[src/rtl/tt_capture_pkg.sv]
// Shared types and constants for the truth-table capture harness.
package tt_capture_pkg;

    localparam int unsigned N_IN = 4;
    localparam int unsigned TT_W = 16;

    typedef enum logic [1:0] {
        StIdle,
        StSweep,
        StHold
    } tt_state_e;

    // Truth table of the current reference netlist.
    localparam logic [TT_W-1:0] TT_16AD = 16'h16AD;

    function automatic logic [4:0] popcount16(input logic [TT_W-1:0] v);
        logic [4:0] acc;
        acc = '0;
        for (int i = 0; i < int'(TT_W); i++) begin
            acc = acc + {4'b0, v[i]};
        end
        return acc;
    endfunction

endpackage

[src/rtl/tt_capture_seq.sv]
// Minterm and settle counters: walks x through 0..15, holding each value for
// SETTLE+1 cycles and flagging the cycle on which y should be sampled.
module tt_capture_seq
    import tt_capture_pkg::*;
#(
    parameter int unsigned SETTLE = 1
) (
    input  logic            clk,
    input  logic            rst_n,
    input  logic            load_i,
    input  logic            run_i,
    output logic [N_IN-1:0] x_o,
    output logic            sample_en_o,
    output logic            last_o
);

    localparam logic [3:0] SettleVal = 4'(SETTLE);

    logic [N_IN-1:0] x_q, x_d;
    logic [3:0]      cnt_q, cnt_d;

    // Sample strobe and next-state for the minterm/settle counters.
    always_comb begin
        x_d         = x_q;
        cnt_d       = cnt_q;
        sample_en_o = run_i && (cnt_q == 4'd0);
        last_o      = sample_en_o && (x_q == '1);
        if (load_i) begin
            x_d   = '0;
            cnt_d = SettleVal;
        end else if (run_i) begin
            if (cnt_q != 4'd0) begin
                cnt_d = cnt_q - 4'd1;
            end else begin
                // After the last minterm x parks at 0 for the idle period.
                x_d   = (x_q == '1) ? '0 : x_q + 1'b1;
                cnt_d = SettleVal;
            end
        end
    end

    // Counter state registers.
    always_ff @(posedge clk or negedge rst_n) begin
        if (!rst_n) begin
            x_q   <= '0;
            cnt_q <= '0;
        end else begin
            x_q   <= x_d;
            cnt_q <= cnt_d;
        end
    end

    assign x_o = x_q;

endmodule

[src/rtl/tt_capture_unit.sv]
// Sweeps a 4-input combinational block through all minterms, assembles its
// truth table, compares against a reference and offers the result on a
// valid/ready interface.
module tt_capture_unit
    import tt_capture_pkg::*;
#(
    parameter int unsigned SETTLE = 1
) (
    input  logic            clk,
    input  logic            rst_n,
    input  logic            start,
    input  logic [TT_W-1:0] expected,
    output logic [N_IN-1:0] x,
    input  logic            y_in,
    output logic            busy,
    output logic            tt_valid,
    input  logic            tt_ready,
    output logic [TT_W-1:0] tt_data,
    output logic            match,
    output logic [3:0]      first_mismatch,
    output logic [4:0]      ones
);

    tt_state_e       state_q, state_d;
    logic [TT_W-1:0] exp_q, exp_d;
    logic [TT_W-1:0] tt_q, tt_d;
    logic [TT_W-1:0] tt_data_q, tt_data_d;
    logic            match_q, match_d;
    logic [3:0]      fm_q, fm_d;
    logic [4:0]      ones_q, ones_d;

    logic            accept;
    logic            run;
    logic            sample_en;
    logic            last;
    logic [TT_W-1:0] tt_full;
    logic [TT_W-1:0] diff;
    logic [3:0]      fm_comb;

    assign accept = (state_q == StIdle) && start;
    assign run    = (state_q == StSweep);

    tt_capture_seq #(
        .SETTLE(SETTLE)
    ) u_seq (
        .clk        (clk),
        .rst_n      (rst_n),
        .load_i     (accept),
        .run_i      (run),
        .x_o        (x),
        .sample_en_o(sample_en),
        .last_o     (last)
    );

    // Table shifts in from the top, so after 16 samples bit i holds y at x == i.
    assign tt_full = {y_in, tt_q[TT_W-1:1]};
    assign diff    = tt_full ^ exp_q;

    // Lowest differing bit index; 0 when the tables agree.
    always_comb begin
        fm_comb = '0;
        for (int i = int'(TT_W) - 1; i >= 0; i--) begin
            if (diff[i]) begin
                fm_comb = 4'(i);
            end
        end
    end

    // FSM next state plus table and result register updates.
    always_comb begin
        state_d   = state_q;
        exp_d     = exp_q;
        tt_d      = tt_q;
        tt_data_d = tt_data_q;
        match_d   = match_q;
        fm_d      = fm_q;
        ones_d    = ones_q;
        unique case (state_q)
            StIdle: begin
                if (start) begin
                    state_d   = StSweep;
                    exp_d     = expected;
                    tt_d      = '0;
                    tt_data_d = '0;
                    match_d   = 1'b0;
                    fm_d      = '0;
                    ones_d    = '0;
                end
            end
            StSweep: begin
                if (sample_en) begin
                    tt_d = tt_full;
                end
                if (last) begin
                    state_d   = StHold;
                    tt_data_d = tt_full;
                    match_d   = (diff == '0);
                    fm_d      = fm_comb;
                    ones_d    = popcount16(tt_full);
                end
            end
            StHold: begin
                if (tt_ready) begin
                    state_d = StIdle;
                end
            end
            default: state_d = StIdle;
        endcase
    end

    // State and result registers.
    always_ff @(posedge clk or negedge rst_n) begin
        if (!rst_n) begin
            state_q   <= StIdle;
            exp_q     <= '0;
            tt_q      <= '0;
            tt_data_q <= '0;
            match_q   <= 1'b0;
            fm_q      <= '0;
            ones_q    <= '0;
        end else begin
            state_q   <= state_d;
            exp_q     <= exp_d;
            tt_q      <= tt_d;
            tt_data_q <= tt_data_d;
            match_q   <= match_d;
            fm_q      <= fm_d;
            ones_q    <= ones_d;
        end
    end

    assign busy           = (state_q != StIdle);
    assign tt_valid       = (state_q == StHold);
    assign tt_data        = tt_data_q;
    assign match          = match_q;
    assign first_mismatch = fm_q;
    assign ones           = ones_q;

endmodule

[config.mk]
export PLATFORM = sky130hd
export DESIGN_NAME = tt_capture_unit
export DESIGN_NICKNAME = d
export VERILOG_FILES = /design/src/rtl/tt_capture_pkg.sv /design/src/rtl/tt_capture_seq.sv /design/src/rtl/tt_capture_unit.sv
export SDC_FILE = /design/constraint.sdc
export NUM_CORES = 1
export LEC_CHECK = 0
export BUFFER_PORTS_ARGS = -buffer_cell sky130_fd_sc_hd__buf_2
export CAP_MARGIN = 20
export CORE_MARGIN = 5
export CORE_UTILIZATION = 60
export DETAILED_ROUTE_END_ITERATION = 8
export GPL_TIMING_DRIVEN = 0
export PLACE_DENSITY = 0.84
export REMOVE_ABC_BUFFERS = 1
export SYNTH_ARGS = -nofsm -noshare
export SYNTH_HDL_FRONTEND = slang
export SYNTH_SLANG_ARGS = --single-unit
[constraint.sdc]
create_clock -name clk -period 6.6 [get_ports clk]
set_clock_uncertainty 0.05 [all_clocks]
set_input_delay 1.32 -clock clk [delete_from_list [all_inputs] [get_ports clk]]
set_output_delay 1.32 -clock clk [all_outputs]
set_load 0.005 [all_outputs]
== Word level (Yosys, flattened, before mapping) ==
Index checks and enable logic that the tools add are counted.

* Flip-flop bits (word level): 68
* Word-level logic and storage cells: 91
* Output and inout bits: 32
* Bits of input ports: 21

* Bitwise gates (word level): 1
* Mux-type cells: 41
* Eq/ne operators: 8
* Reductions and logical operators: 15
* Add/subtract/negate cells: 17

{| class="wikitable"
|+ Operator list
! cell !! number
|-
| 4-bit 2-to-1 mux || 25
|-
| 16-bit case mux with 2 select lines || 2
|-
| 5-bit by 1-bit adder with 5-bit output || 11
|-
| 16-bit 2-to-1 mux || 3
|-
| 16-bit logical NOT || 1
|-
| 16-bit XOR || 1
|-
| 5-bit 2-to-1 mux || 2
|-
| 5-bit case mux with 2 select lines || 1
|-
| 3-bit AND reduction || 3
|-
| 2-bit != test (second input constant) || 4
|-
| 4-bit case mux with 2 select lines || 1
|-
| 2-bit 2-to-1 mux || 3
|-
| 2-bit case mux with 3 select lines || 1
|-
| 2-bit nonzero test || 3
|-
| 4-bit by 1-bit adder with 5-bit output || 1
|-
| 3-bit by 1-bit adder with 4-bit output || 1
|-
| 4-bit by 1-bit adder with 4-bit output (second input constant) || 1
|-
| 4-bit equality test (second input constant) || 1
|-
| 4-bit logical NOT || 1
|-
| 2-bit AND reduction || 2
|-
| 4-bit nonzero test || 1
|-
| 4-bit by 1-bit subtractor with 4-bit output (second input constant) || 1
|-
| 2-bit by 1-bit adder with 3-bit output || 1
|-
| 1-bit logical AND || 3
|-
| other kinds (7) || 8
|}

== Logic depth before layout (Yosys ltp) ==
Gate-level depths: netlist of run 1.

* Depth in word-level cells: 19
* Gate-level depth with buffers: 13

== Cells and area by module ==
Synthesis of run 1 repeated with hierarchy kept, for this count alone.

* Cell total of the unflattened synthesis: 331
* Area, all modules: 3398.3 um^2

{| class="wikitable"
|+ Modules (own cells, without submodules)
! module !! times used !! sequential area each (um^2) !! cells each !! area each (um^2)
|-
| tt_capture_unit || 1 || 1476.4 || 284 || 2954.1
|-
| tt_capture_seq || 1 || 200.2 || 47 || 444.2
|}

== Worst setup path after synthesis of run 1 ==
Ideal clock, no wire load.

* Path type: input -> register
* From: input y_in
* To: register ones_q[4], in the netlist ones[4]
* Path slack: 2.093 ns
* Setup time: 0.122 ns
* Arrival time: 4.335 ns
* Path buffers: 0
* Stages on the path: 10
* Cells stage by stage: inv_1 > fa_1 > fa_1 > fa_1 > fa_1 > inv_1 > ha_1 > fa_1 > a21o_1 > a32o_1

* Word-level cells in the longest chain between the ends: 3

{| class="wikitable"
|+ RTL lines
! element !! RTL line !! text
|-
| start: declaration || tt_capture_unit.sv:14 || <nowiki>input logic y_in,</nowiki>
|-
| 5-bit by 1-bit adder with 5-bit output || tt_capture_pkg.sv:20 || <nowiki>acc = acc + {4'b0, v[i]};</nowiki>
|-
| 5-bit 2-to-1 mux || tt_capture_unit.sv:94 || <nowiki>if (last) begin</nowiki>
|-
| 5-bit case mux with 2 select lines || tt_capture_unit.sv:78 || <nowiki>unique case (state_q)</nowiki>
|-
| end signal: assignment || tt_capture_unit.sv:128 || <nowiki>ones_q <= ones_d;</nowiki>
|-
| end: declaration || tt_capture_unit.sv:30 || <nowiki>logic [4:0] ones_q, ones_d;</nowiki>
|}

No other way between the ends. The select of a mux whose other input is x is not followed.
A chain may end at the register's enable or synchronous reset.

== Final worst setup path of run 1 ==
Ends and elaborated chain as after synthesis.

==> results of run 1 <==
==> stage by stage <==
step	cell area [um^2]	util, %	power, uW
floorplan	3280	-	1130
global placement	3630	66.7	1290
detailed placement	3690	67.9	1350
CTS	3890	71.5	1700
global route	3890	71.5	1820
finish	3890	71.5	1690
==> sequential cells by signal (all words and copies together), names as in the netlist <==
register        cells
exp_q              16
tt_data            16
tt_q               15
ones                5
first_mismatch      4
u_seq.cnt_q         4
u_seq.x_o           4
state_q             2
match               1
==> metal layers <==
layer  track usage, %  vias to the layer above  routed length [um]
li1                 -                     1109                   -
met1             28.2                     1182                3160
met2             34.7                       65                3430
met3             3.93                        7                 360
met4             10.4                        0                  70
met5                0                        -                   0
==> kinds of logic (layout without fill, tap and decap cells) <==
logic type | Yosys count | after routing | synth area share, %
AOI/OAI and AO/OA | 73 | 73 | 16.9
DFF | 67 | 67 | 50.3
and+or+nand+nor | 47 | 47 | 8.11
buffers and inverters | 41 | 99 | 4.69
xor gates and xnor gates | 20 | 20 | 5.26
adders and majority gates | 18 | 18 | 9.01
muxes | 17 | 17 | 5.74
==> power by group <==
group | internal [uW] | total [uW] | switching (uW)
sequential | 523 | 642 | 119
clock | 184 | 336 | 151
combinational | 323 | 708 | 385
==> layout make-up <==
type,count,area share [%]
Clock inverter,4,1.29
Sequential cell,67,43.1
Multi-Input combinational cell,175,38.8
Inverter,27,2.61
Clock buffer,12,3.73
Timing Repair Buffer,56,8.11
Tap cell,72,2.32
==> cells in the mapped netlist, types with 2 or more instances <==
library cell | n | share of area, %
sky130_fd_sc_hd__dfrtp_1 | 67 | 50
sky130_fd_sc_hd__a22o_1 | 37 | 9.7
sky130_fd_sc_hd__inv_1 | 27 | 3.0
sky130_fd_sc_hd__mux2_2 | 17 | 5.7
sky130_fd_sc_hd__clkbuf_1 | 12 | 1.4
sky130_fd_sc_hd__o21ai_0 | 12 | 1.8
sky130_fd_sc_hd__fa_1 | 10 | 6.0
sky130_fd_sc_hd__xnor2_1 | 10 | 2.6
sky130_fd_sc_hd__xor2_1 | 10 | 2.6
sky130_fd_sc_hd__nand2_1 | 9 | 1.0
sky130_fd_sc_hd__ha_1 | 8 | 3.0
sky130_fd_sc_hd__nand2b_1 | 7 | 1.3
sky130_fd_sc_hd__nor2_1 | 6 | 0.68
sky130_fd_sc_hd__nor3_1 | 5 | 0.75
sky130_fd_sc_hd__a21oi_1 | 4 | 0.60
sky130_fd_sc_hd__o21bai_1 | 4 | 0.90
sky130_fd_sc_hd__a21o_1 | 3 | 0.68
sky130_fd_sc_hd__nor4_1 | 3 | 0.56
sky130_fd_sc_hd__o211ai_1 | 3 | 0.68
sky130_fd_sc_hd__or2_2 | 3 | 0.56
sky130_fd_sc_hd__a32o_1 | 2 | 0.60
sky130_fd_sc_hd__buf_2 | 2 | 0.30
sky130_fd_sc_hd__nand3_1 | 2 | 0.30
sky130_fd_sc_hd__nand4_1 | 2 | 0.38
sky130_fd_sc_hd__nor2b_1 | 2 | 0.38
sky130_fd_sc_hd__o31ai_1 | 2 | 0.45
==> worst max path at each step <==
stage	slack, ps	cells past startpoint	start	endpoint
2_1_floorplan	2090	10	y_in	ones[4]
5_1_grt	2020	11	y_in	ones[4]
3_3_place_gp	1810	11	y_in	ones[4]
6_report	2120	11	y_in	ones[4]
3_5_place_dp	1760	11	y_in	ones[2]
4_1_cts	2130	11	y_in	ones[2]
==> metrics list, run 1 <==
- Status: complete, no violations
- Summing the sequential cell areas from Yosys gives between 50% and 60% of the chip area.
* Most common flop cell mapped by yosys: sky130_fd_sc_hd__dfrtp_1
* Layout cell share with drive strength beyond 1: a little over a quarter
- Cts repair resizes: 0
- Clock tree root buffer cell: sky130_fd_sc_hd__clkbuf_8
- Filler-free cell count of the finished design: 413
- Signed area change from the synthesized netlist to the final layout: 16.7%
- Fill cells in the final layout number a little under 400.
* Setup crit start kind: primary input
- DR iter-0 viols: around 140
- In the synthesized netlist, the number of instances is between 200 and 300.
- Final critical-path share of the clock period: approximately two thirds
* Maximum clock rate: roughly 220 MHz
* Master of the slowest instance on the critical path: sky130_fd_sc_hd__fa_1
- Detail Placement HPWL: 5030 um
* Flip-flop and latch area: around 1700 um^2
- Detailed routing inserted a total of about 2.4k vias.
* Min-delay worst type: flop to flop
- No sink is reached through more buffers than the 2 on the longest clock path.
- Crit path setup slack, layout: between 2000 and 2500 ps
- Maximum net fanout on the critical path: 5
* Leading cell types in the layout, fill and taps excluded: sky130_fd_sc_hd__dfrtp_1, sky130_fd_sc_hd__buf_2, sky130_fd_sc_hd__a22o_1, sky130_fd_sc_hd__inv_1, sky130_fd_sc_hd__mux2_2
- Pwr per Cell Area: around 430 nW/um^2
- Number of placed instances, taps included: between 300 and 400
* Average wire length per cell after detail routing: between 15 and 20 um
- Number of nets at the end of the flow: approximately 380
- The tool flagged a number of max-cap violations equal to 0.
* Syn_area_per_cell: between 10 and 15 um^2
- Leakage: 0.00191 uW
- For hold timing, the worst endpoint is tt_data[4].
* WP buf/inv: 3
* Pin count of the biggest net entering global routing: a little under 70
* Wire length of the first global-routing pass: 12200 um
* Number of rows in the core area: 27
* Number of distinct library cells after synthesis: 40
* Floorplan die area: slightly above 7000 um^2
* DRC violation count after routing: 0
* TritonCTS sink count: between 60 and 70
- Clock latency on the worst-skew pair, taken at its later pin, is 340 ps.
* Antenna fix cells: 0
- Final weighted congestion in routability-driven placement: about 0.83
* Initial core utilization: 61.3%
- The count of nets left with antenna violations once routing finished came out at 0.
* Overflow after GRT: 0
- Summing all multi-input logic gate instances after layout gives between 1500 and 2000 um^2.
- Count of pins on the block boundary: 53
- The worst register-to-register path has a setup slack of 2830 ps.
- Peak supply drop: 240 uV
- Setup TNS Final: 0 ps
- Time the worst path needs with I/O delays and setup: ~4500 ps
- Max-slew headroom: 45.1%
- TritonCTS built the clock tree.
- Final Max Slew Viols: 0
- Category of the most critical setup path: primary input to flop
- Total of hold buffers inserted after clock tree synthesis: 0
- Total wire length after detailed routing: 7020 um
- At the pin with the least slew margin, the transition time is ~820 ps.
- The count of final hold-check violations came to 0.
* Number of CTS-inserted buffers: 9
* Leading cell type in the layout, fill and taps excluded: sky130_fd_sc_hd__dfrtp_1
- Final worst hold slack: between 400 and 500 ps
- For this run, asynchronously set or reset flops after synthesis account for 100%.
- The H-tree was split into 3 levels.
* Chip Height: 84.5 um
- Vias in the first global route: roughly 2.6k
* Cell seen most often among critical-path stages: sky130_fd_sc_hd__fa_1
- Mapped cell area: roughly 3300 um^2
* CP Data Required Time: 6770 ps
- The Yosys step of the flow raised 0 warnings.
- Count of flip-flops with a built-in enable after synthesis: 0
- I/O Buffers: 52
* Initial DRT Pass Iterations: 5
- RR Startpoint: tt_q[3]
- Unrepaired setup endpoints after global routing: false
- Initial antenna violation count: 0
* Cell depth of the worst flop-to-flop path: 10
* Number of failing setup endpoints in the final timing report: 0
- Largest incremental delay on the critical path: ~570 ps
- Timing analysis after detailed placement gives a worst setup slack of 1760 ps.
- Flop and latch count out of synthesis: 67
* Via density per instance: 5.72
- Counting instances, the worst hold path has a depth of 1.
- In this run the horizontal extent of the chip is 84.5 um.
- Buffers added to address setup during post-CTS repair amount to 0.
* Overall track demand over capacity in global routing: a little over a fifth
- STA classifies the critical path endpoint as a flop.
- Clock-pin slew reported for the worst setup and hold paths after clock tree synthesis: 70 ps
- On the critical path the largest part of the delay comes from adder cells.
- WP data arrival: ~4700 ps
- The worst register-to-register path ends at ones[4].
- Walking the worst path, the cells encountered are buf_2, inv_1, fa_1, fa_1, fa_1, fa_1, inv_1, ha_1, fa_1, a21o_1, a32o_1.
- The startpoint identified for the worst hold timing path is tt_data[4].
- Placeable Area: about 5400 um^2
Power figures use the tool's default switching activity.
==> inputs of run 2 (changes only) <==
CORE_UTILIZATION = 51   (was 60)
PLACE_DENSITY = 0.76   (was 0.84)
clock period = 4.06 ns   (was 6.6 ns; I/O delays follow)
==> metrics list, run 2 (synthesis gave the netlist of run 1 again) <==
* Maximum clock rate: ~260 MHz
- The finished cells cover between 3000 and 4000 um^2.
- Leakage: approximately 0.0019 uW
- Chip Height: just over 90 um
- The HPWL after detailed placement is a little under 5000 um.
* Sw Pwr: between 1000 and 1500 uW
- For the worst setup path, the data arrival time is 4060 ps.
- Count of filler cells inserted in the layout: 531
- In this run switching power makes up roughly two fifths of total power.
- Vias after detailed routing: about 2.3k
- Die Span X: just over 90 um
- Category of the most critical setup path: primary input to flop
- Final Max Slew Viols: 0
- The number of antenna violations at the first check in global routing was 0.
- Internal power: about 1600 uW
* Cell depth of the worst flop-to-flop path: 10
* Cell chain of the critical path: buf_2, inv_1, fa_1, fa_1, fa_1, fa_1, inv_1, ha_1, fa_2, a21o_1, a32o_1
- DRC violation count after routing: 0
* Sum of routed wire segments on met1: between 3000 and 4000 um
* Floorplan die area: roughly 8300 um^2
- In this run, the number of DRC markers left after iteration 0 of detailed routing was 75.
- Vias in the first global route: between 2k and 2.5k
- Data on the critical path is required at its endpoint by between 4000 and 5000 ps.
- Max_cap viols: 0
- The flow ran to the end, and the final reports show no timing, DRC or antenna violations.
* Total of hold buffers inserted after clock tree synthesis: 0
- At the pin with the least slew margin, the transition time is slightly above 900 ps.
- Power share of the combinational group: 41.1%
- Cts repair resizes: 0
- Summed over all nets, wire length on met2 after detailed routing comes to ~3200 um.
- In the detailed route, the total length drawn on met3 is between 200 and 300 um.
- Buffer count from post-CTS setup fixing: 0
- The total area inside the core boundary comes to about 6300 um^2.
- Peak supply drop: ~370 uV
- Overflow after GRT: 0
* I/O Buffers: 52
- The clock reaches the later pin of the worst-skew pair after between 300 and 400 ps.
- Once the floorplan was initialized, standard cells occupied between 50% and 60% of the core.
- In the final layout, flip-flops and latches occupy between 1500 and 2000 um^2.
- Max-slew headroom: 38.7%
- Initial DRT Pass Iterations: 4
- Master of the slowest instance on the critical path: sky130_fd_sc_hd__fa_1
* Final critical-path share of the clock period: between 90% and 100%
- On the worst path, the slowest cell contributes a delay of 550 ps.
- Top layer used by detailed routing: met4
- Clock-pin slew reported for the worst setup and hold paths after clock tree synthesis: around 60 ps
- By instance count, the cell type seen most on the critical path is sky130_fd_sc_hd__fa_1.
* Via density per instance: ~5.6
- Layout cell share with drive strength beyond 1: between 20 and 30%
* Leading cell type in the layout, fill and taps excluded: sky130_fd_sc_hd__dfrtp_1
- Total area of multi-input combinational cells: 1510 um^2
* Post-route ant nets: 0
- Number of failing setup endpoints in the final timing report: 0
* TritonCTS sink count: 67
- Number of rows in the core area: 29
* Pin count of the biggest net entering global routing: 68
- Pwr per Cell Area: a little under 700 nW/um^2
- Subtracting the final worst setup slack from the clock period gives 3880 ps.
* Count of pins on the block boundary: 53
- At the end of routability-driven placement, the weighted congestion stood at roughly 0.77.
* Number of CTS-inserted buffers: 9
* Worst setup EP type: flop
- The count of final hold-check violations is 0.
- Average wire length per cell after detail routing: 16.2 um
- The tree is rooted in a sky130_fd_sc_hd__clkbuf_8.
* Crit path setup slack, layout: ~180 ps
* Overall track demand over capacity in global routing: 18.1%
- Wire length of the first global-routing pass: roughly 12000 um
* Setup slack at placement: -256 ps
* Antenna fix cells: 0
* Max Root-Sink Buffers: 2
* Signed area change from the synthesized netlist to the final layout: 16.3%
- Setup crit start kind: primary input
- Number of nets at the end of the flow: around 380
- Leaving out fill and tap cells, the most frequent cells in the layout are sky130_fd_sc_hd__dfrtp_1, sky130_fd_sc_hd__buf_2, sky130_fd_sc_hd__a22o_1, sky130_fd_sc_hd__inv_1, sky130_fd_sc_hd__mux2_2.
* Min-delay worst type: flop to flop
* H-Tree Depth: 3
- Unrepaired setup endpoints after global routing: false
* Total wire length after detailed routing: 6780 um
* Final total power: approximately 2700 uW
- TritonCTS built the clock tree.
- Area after DPL: between 3000 and 4000 um^2
- In this run the worst path has a maximum fanout of 5.
- Adding up every negative setup slack in the final design gives 0 ps.
* Hold depth: 1
- Sequential fraction of design power: approximately two fifths
* Clock network power share: about a fifth
[run 2: worst max-delay path: cells and delay by family]
kind	cells	cell delay, ps
buf+inv	3	280
fa+ha+maj	6	2540
compound gates	2	430
[run 2: power groups by stage]
stage          clock [uW]  combinational [uW]  sequential, uW
2_1_floorplan           0                 832            1000
6_report              530                1100            1050
3_5_place_dp            0                1100            1060
4_1_cts               544                1110            1050
5_1_grt               571                1290            1080
3_3_place_gp            0                1050            1050
[run 2: final cells by class]
cell class	count	share of cell area [%]
sequential	67	43.3
multi-input combinational	175	39.0
timing repair buffer	56	7.84
clock buffer	11	3.39
inverter	27	2.61
tap	77	2.49
clock inverter	5	1.39
[run 2: final timing paths]
| kind | startpoint | endpoint | slack [ps] |
|---|---|---|---|
| min reg2reg | ones[4] | ones[4] | 440 |
| max | y_in | ones[4] | 180 |
| min in group asynchronous | rst_n | u_seq.cnt_q[3] | 500 |
| max reg2reg | tt_q[5] | ones[4] | 320 |
| max in group asynchronous | rst_n | match | 2900 |
| min | ones[4] | ones[4] | 440 |
[run 2: metrics by stage]
step	utilization (%)	cells	hold WS (ps)
after floorplan	-	269	412
after CTS	61.0	418	442
after global routing	61.0	418	471
after detailed placement	58.1	402	429
after global placement	57.2	398	432
final	61.0	418	439
[run 2: layer usage]
| metal | track usage (%) | vias up |
|---|---|---|
| met5 | 0 | - |
| met4 | 8.56 | 0 |
| met3 | 4.33 | 14 |
| met2 | 26.9 | 44 |
| met1 | 25.0 | 1158 |
| li1 | - | 1114 |
